==> src/rtl/flash_fetch_ctrl.sv <==
// Serial-flash line fetch sequencer: issues an SPI mode-0 READ (0x03) plus a 24-bit
// address, deserialises LINE_WORDS words MSB first and writes them to consecutive SRAM words.
module flash_fetch_ctrl #(
    parameter int DATA_W     = 32,
    parameter int SRAM_AW    = 10,
    parameter int LINE_WORDS = 4,
    parameter int SCK_DIV    = 2,
    parameter int CS_HOLD    = 4
) (
    input  logic               clk,
    input  logic               rst,
    input  logic               req,
    input  logic [23:0]        req_faddr,
    input  logic [SRAM_AW-1:0] req_saddr,
    output logic               busy,
    output logic               done,
    output logic               flash_cs_n,
    output logic               flash_sck,
    output logic               flash_si,
    input  logic               flash_so,
    output logic               sram_we,
    output logic [SRAM_AW-1:0] sram_addr,
    output logic [DATA_W-1:0]  sram_wdata
);
    localparam int NBITS  = 32 + LINE_WORDS * DATA_W;
    localparam int CNT_W  = $clog2(NBITS + 1);
    localparam int DIV_W  = $clog2(SCK_DIV + 1);
    localparam int DBIT_W = $clog2(DATA_W + 1);
    localparam int HOLD_W = $clog2(CS_HOLD + 1);
    localparam logic [7:0] CMD_READ = 8'h03;

    typedef enum logic [2:0] {
        S_IDLE = 3'd0,
        S_CMD  = 3'd1,
        S_ADDR = 3'd2,
        S_DATA = 3'd3,
        S_HOLD = 3'd4
    } state_t;

    state_t             state_r,   state_s;
    logic [DIV_W-1:0]   div_r,     div_s;
    logic [CNT_W-1:0]   bit_cnt_r, bit_cnt_s;
    logic [DBIT_W-1:0]  dbit_r,    dbit_s;
    logic [HOLD_W-1:0]  hold_r,    hold_s;
    logic [30:0]        tx_r,      tx_s;
    logic [DATA_W-1:0]  word_r,    word_s;
    logic [SRAM_AW-1:0] waddr_r,   waddr_s;
    logic               cs_n_r,    cs_n_s;
    logic               sck_r,     sck_s;
    logic               si_r,      si_s;
    logic               busy_r,    busy_s;
    logic               done_r,    done_s;
    logic               we_r,      we_s;
    logic [SRAM_AW-1:0] addr_r,    addr_s;
    logic [DATA_W-1:0]  wdata_r,   wdata_s;
    logic               tick_s;
    logic [DATA_W-1:0]  word_sh_s;

    assign tick_s    = (div_r == DIV_W'(SCK_DIV - 1));
    assign word_sh_s = (word_r << 1'b1) | DATA_W'(flash_so);

    // Next-state and next-output computation for the whole sequencer.
    always_comb begin
        state_s   = state_r;
        div_s     = div_r;
        bit_cnt_s = bit_cnt_r;
        dbit_s    = dbit_r;
        hold_s    = hold_r;
        tx_s      = tx_r;
        word_s    = word_r;
        waddr_s   = waddr_r;
        cs_n_s    = cs_n_r;
        sck_s     = sck_r;
        si_s      = si_r;
        busy_s    = busy_r;
        done_s    = 1'b0;
        we_s      = 1'b0;
        addr_s    = addr_r;
        wdata_s   = wdata_r;
        case (state_r)
            S_IDLE: begin
                if (req) begin
                    state_s   = S_CMD;
                    div_s     = {DIV_W{1'b0}};
                    bit_cnt_s = {CNT_W{1'b0}};
                    dbit_s    = {DBIT_W{1'b0}};
                    hold_s    = {HOLD_W{1'b0}};
                    tx_s      = {CMD_READ[6:0], req_faddr};
                    si_s      = CMD_READ[7];
                    word_s    = {DATA_W{1'b0}};
                    waddr_s   = req_saddr;
                    cs_n_s    = 1'b0;
                    sck_s     = 1'b0;
                    busy_s    = 1'b1;
                end else begin
                    state_s = S_IDLE;
                end
            end
            S_CMD, S_ADDR, S_DATA: begin
                if (tick_s) begin
                    div_s = {DIV_W{1'b0}};
                    sck_s = ~sck_r;
                    if (!sck_r) begin
                        // SCK about to rise: this edge samples flash_so and closes a bit slot
                        bit_cnt_s = bit_cnt_r + CNT_W'(1);
                        if (state_r == S_CMD && bit_cnt_r == CNT_W'(7)) begin
                            state_s = S_ADDR;
                        end else if (state_r == S_ADDR && bit_cnt_r == CNT_W'(31)) begin
                            state_s = S_DATA;
                        end else if (state_r == S_DATA) begin
                            word_s = word_sh_s;
                            if (dbit_r == DBIT_W'(DATA_W - 1)) begin
                                dbit_s  = {DBIT_W{1'b0}};
                                we_s    = 1'b1;
                                addr_s  = waddr_r;
                                wdata_s = word_sh_s;
                                waddr_s = waddr_r + SRAM_AW'(1);
                            end else begin
                                dbit_s = dbit_r + DBIT_W'(1);
                            end
                        end else begin
                            state_s = state_r;
                        end
                    end else if (state_r == S_DATA && bit_cnt_r == CNT_W'(NBITS)) begin
                        state_s = S_HOLD;
                        cs_n_s  = 1'b1;
                        si_s    = 1'b0;
                        hold_s  = {HOLD_W{1'b0}};
                    end else begin
                        // SCK falling: present the next outgoing bit; zeros once the address is out
                        tx_s = tx_r << 1'b1;
                        si_s = tx_r[30];
                    end
                end else begin
                    div_s = div_r + DIV_W'(1);
                end
            end
            S_HOLD: begin
                if (hold_r == HOLD_W'(CS_HOLD)) begin
                    state_s = S_IDLE;
                    busy_s  = 1'b0;
                    hold_s  = {HOLD_W{1'b0}};
                end else if (hold_r == HOLD_W'(CS_HOLD - 1)) begin
                    done_s = 1'b1;
                    hold_s = hold_r + HOLD_W'(1);
                end else begin
                    hold_s = hold_r + HOLD_W'(1);
                end
            end
            default: begin
                state_s = S_IDLE;
                cs_n_s  = 1'b1;
                sck_s   = 1'b0;
                si_s    = 1'b0;
                busy_s  = 1'b0;
            end
        endcase
    end

    // State and registered-output update with asynchronous reset to idle pins.
    always_ff @(posedge clk or posedge rst) begin
        if (rst) begin
            state_r   <= S_IDLE;
            div_r     <= {DIV_W{1'b0}};
            bit_cnt_r <= {CNT_W{1'b0}};
            dbit_r    <= {DBIT_W{1'b0}};
            hold_r    <= {HOLD_W{1'b0}};
            tx_r      <= {31{1'b0}};
            word_r    <= {DATA_W{1'b0}};
            waddr_r   <= {SRAM_AW{1'b0}};
            cs_n_r    <= 1'b1;
            sck_r     <= 1'b0;
            si_r      <= 1'b0;
            busy_r    <= 1'b0;
            done_r    <= 1'b0;
            we_r      <= 1'b0;
            addr_r    <= {SRAM_AW{1'b0}};
            wdata_r   <= {DATA_W{1'b0}};
        end else begin
            state_r   <= state_s;
            div_r     <= div_s;
            bit_cnt_r <= bit_cnt_s;
            dbit_r    <= dbit_s;
            hold_r    <= hold_s;
            tx_r      <= tx_s;
            word_r    <= word_s;
            waddr_r   <= waddr_s;
            cs_n_r    <= cs_n_s;
            sck_r     <= sck_s;
            si_r      <= si_s;
            busy_r    <= busy_s;
            done_r    <= done_s;
            we_r      <= we_s;
            addr_r    <= addr_s;
            wdata_r   <= wdata_s;
        end
    end

    assign busy       = busy_r;
    assign done       = done_r;
    assign flash_cs_n = cs_n_r;
    assign flash_sck  = sck_r;
    assign flash_si   = si_r;
    assign sram_we    = we_r;
    assign sram_addr  = addr_r;
    assign sram_wdata = wdata_r;

endmodule

==> config.mk <==
export PLATFORM = sky130hd
export DESIGN_NAME = flash_fetch_ctrl
export DESIGN_NICKNAME = d
export VERILOG_FILES = /design/src/rtl/flash_fetch_ctrl.sv
export SDC_FILE = /design/constraint.sdc
export NUM_CORES = 1
export LEC_CHECK = 0
export CAP_MARGIN = 20
export CORE_UTILIZATION = 40
export DETAILED_ROUTE_END_ITERATION = 8
export DONT_BUFFER_PORTS = 1
export GPL_ROUTABILITY_DRIVEN = 0
export PLACE_DENSITY = 0.62
export RECOVER_POWER = 25
export SETUP_SLACK_MARGIN = 0.1
export SYNTH_ARGS = -nofsm -noshare
export SYNTH_HDL_FRONTEND = slang
export SYNTH_SLANG_ARGS = --single-unit
==> constraint.sdc <==
create_clock -name clk -period 6.4 [get_ports clk]
set_clock_uncertainty 0.15 [all_clocks]
set_input_delay 1.6 -clock clk [delete_from_list [all_inputs] [get_ports clk]]
set_output_delay 1.6 -clock clk [all_outputs]
set_load 0.05 [all_outputs]
==> results.md <==
* Final Hold Fails at 0
* Slew Limit Fails at 0
* Post-synthesis instance total at 608
* Largest area contributor in the netlist: dfrtp_1
* Worst hold slack at approximately 340 ps
* Commonest cells in the netlist: dfrtp_1 (141), nand2_1 (118), mux2_2 (65), nor2_1 (28), inv_1 (27)
* Seq/Total Area, Yosys at between 50 and 60%
* Clk slew on worst S/H paths at about 60 ps
* Starting DRC count in detailed routing at 281
* Fin Setup TNS at 0 ps
* Total power per unit cell area at 415 nW/um^2
* Synth top area share at a little over half
* Avg Cell Area, Syn at around 11 sq um
* Crit path kind: reg -> reg
* Most common cell in the synthesized netlist: dfrtp_1
* Clock latency at the later pin of the worst-skew pair at around 420 ps
* Largest net degree at the start of global routing at slightly below 90
* Final setup fails at 0
* CP required at 6540 ps
* #FFs+latches synth at between 100 and 150
* Number of global-route vias before repair at roughly 4,600
* Ys async rst share at 100%
* Final Core Density at 45.4%
* CTS H-tree depth at 4
* CP endpoint: sram_wdata[22]
* Die W at around 130 microns
* Die ar. at ~17,000 sq um
* Antenna fix cells at 0
* Worst setup path startpoint: state_r[2]
* Nature of the critical path endpoint: flip-flop
* CP startpoint kind: flip-flop
* Outcome: finished, final reports clean
* Area after DPL at slightly below 7000 sq um
* Nets at about 640
* Final instance area at ~7500 sq um
* Post-cts resize count at 0
* DR vias/cell at between 5 and 6
* Grt total ovfl at 0
* Yosys cell types at between 60 and 70
* I/O pin count at between 80 and 90
* CTS tree: yes
* Clk sinks at approximately 140
* Drc violations at 0
* Setup bufs post-CTS at 0
* Warnings from Yosys at 0
* Clock Path Buffers at 2
* Worst r2r dst: sram_wdata[22]
* Cell Area, Synth at roughly 6700 sq um
* Filler instances at approximately 1,500
* Max Cap Viol at 0
* Crit path arrival time at around 3300 ps
* R2R depth at 6
* Die Y at approximately 130 microns
* Root Buffer: clkbuf_16
* TritonCTS Buffers at 17
* Hold buffer count at cts at 0
* Top cells by area, synth: dfrtp_1 (52%), mux2_2 (11%), nand2_1 (6.6%)
* RSZ-0062 raised after global routing: false
* Row Count at between 40 and 50
* Post-DP HPWL at between 9000 and 10,000 microns
* Initial Utilization at approximately 41%
* DR WL/cell at 16.9 microns
* First-pass GRT wire length at ~23,000 microns
* Worst vdd ir at 0.210 mV
* Minimum clock period at 3150 ps
* Drt pass-1 iters at 4
* Gr usage total at 17.2%
* R2R Path Start: state_r[2]
* Fmax achieved at between 300 and 400 MHz
* Area Growth Syn to Fin at 11.1%
* Slew @ Worst Pin at about 1000 ps
* Final wirelength at between 10,000 and 15,000 microns
* Leak at approximately 3.5 nW
* Initial antenna violation count at 0
* Register-to-Register Setup Slack at 3250 ps
* Syn nets at 653
* Antenna-violating nets left at 0
* Vias at approximately 4,400
* CP Max Fanout at between 60 and 70
* Post-synth EDFFs at 0
* Slew headroom at 30.2%
* Top FF cell, synth: dfrtp_1
* Port Buffers at 0
* Hold crit path type: reg -> reg
* Share of cells above drive strength 1 at 22.5%
* Core area at about 17,000 sq um
* Final Cycle Share at between 40% and 50%
metal layers:
metal	GRT usage (%)	share of wire, %	vias up
met5	0	0	-
met4	7.04	1.0	0
met3	5.38	4.5	15
met2	26.7	49	79
met1	22.2	45	2221
li1	-	-	2103
through the flow:
| stage | cells | total power, mW | setup WS (ps) |
|---|---|---|---|
| floorplan | 608 | 1.97 | 842 |
| global placement | 798 | 2.07 | 3160 |
| detailed placement | 798 | 2.12 | 3110 |
| CTS | 830 | 3.14 | 3240 |
| global route | 830 | 3.29 | 3050 |
| finish | 830 | 3.11 | 3250 |
worst max-delay path, stage by stage (launching register included):
cell and delay (ps):
dfrtp_1 320, buf_4 310, o21bai_4 180, buf_4 590
nor3_1 200, nand2_2 820, mux2_2 420
sequential cells by signal, indices dropped and copies added (netlist names):
register    count
hold_r          3
word_r         31
done            1
dbit_r          6
state_r         3
flash_si        1
sram_wdata     32
sram_addr      10
waddr_r        10
bit_cnt_r       8
tx_r           31
div_r           2
busy            1
flash_cs_n      1
sram_we         1
flash_sck       1
area by class of cell:
| cell class | instances | area (sq um) | area share [%] |
|---|---|---|---|
| clock buffer | 18 | 439 | 5.86 |
| clock inverter | 14 | 168 | 2.24 |
| inverter | 27 | 106 | 1.42 |
| multi-input combinational | 403 | 2910 | 38.8 |
| sequential | 142 | 3550 | 47.4 |
| tap | 220 | 275 | 3.67 |
| timing repair buffer | 6 | 45.0 | 0.601 |
worst min path at each step:
stage	startpoint	end	slack, ps	cells past startpoint
after floorplan	tx_r[23]	tx_r[24]	310	1
after detailed placement	tx_r[24]	tx_r[25]	330	1
after global placement	tx_r[24]	tx_r[25]	320	1
after global routing	tx_r[23]	tx_r[24]	350	1
after CTS	tx_r[24]	tx_r[25]	340	1
final	tx_r[24]	tx_r[25]	340	1
kinds of logic after synthesis:
logic type      after synthesis  synth area share (%)
compound gates               78                  8.46
mux                         101                  17.5
buf+inv                      63                  4.47
fa+ha+maj                     7                  1.30
simple gates                217                  15.6
flops                       142                  52.7
layout by cell type (no fill, tap or decap), types with 5 or more instances in the layout:
cell type  synthesis  layout
a21oi_1           12      12
a22o_1             8       8
buf_4              1       6
clkbuf_16          0      17
dfrtp_1          141     141
ha_1               7       7
inv_1             27      26
mux2_2            65      65
mux2_4            18      18
mux2i_1           18      18
nand2_1          118     117
nand2b_1           6       6
nand3_1           15      15
nor2_1            28      28
nor3_1             8       8
nor4_1             5       5
o211ai_1           5       5
o21ai_0           12      12
o221ai_1           7       7
o31ai_1            7       7
or3_1              5       5
report_power, final:
group	switching, mW	internal [mW]	total (mW)
logic	0.350	0.380	0.731
clock network	0.387	0.623	1.01
registers	0.242	1.13	1.37
Note: power is estimated with default switching activity, not from simulation.
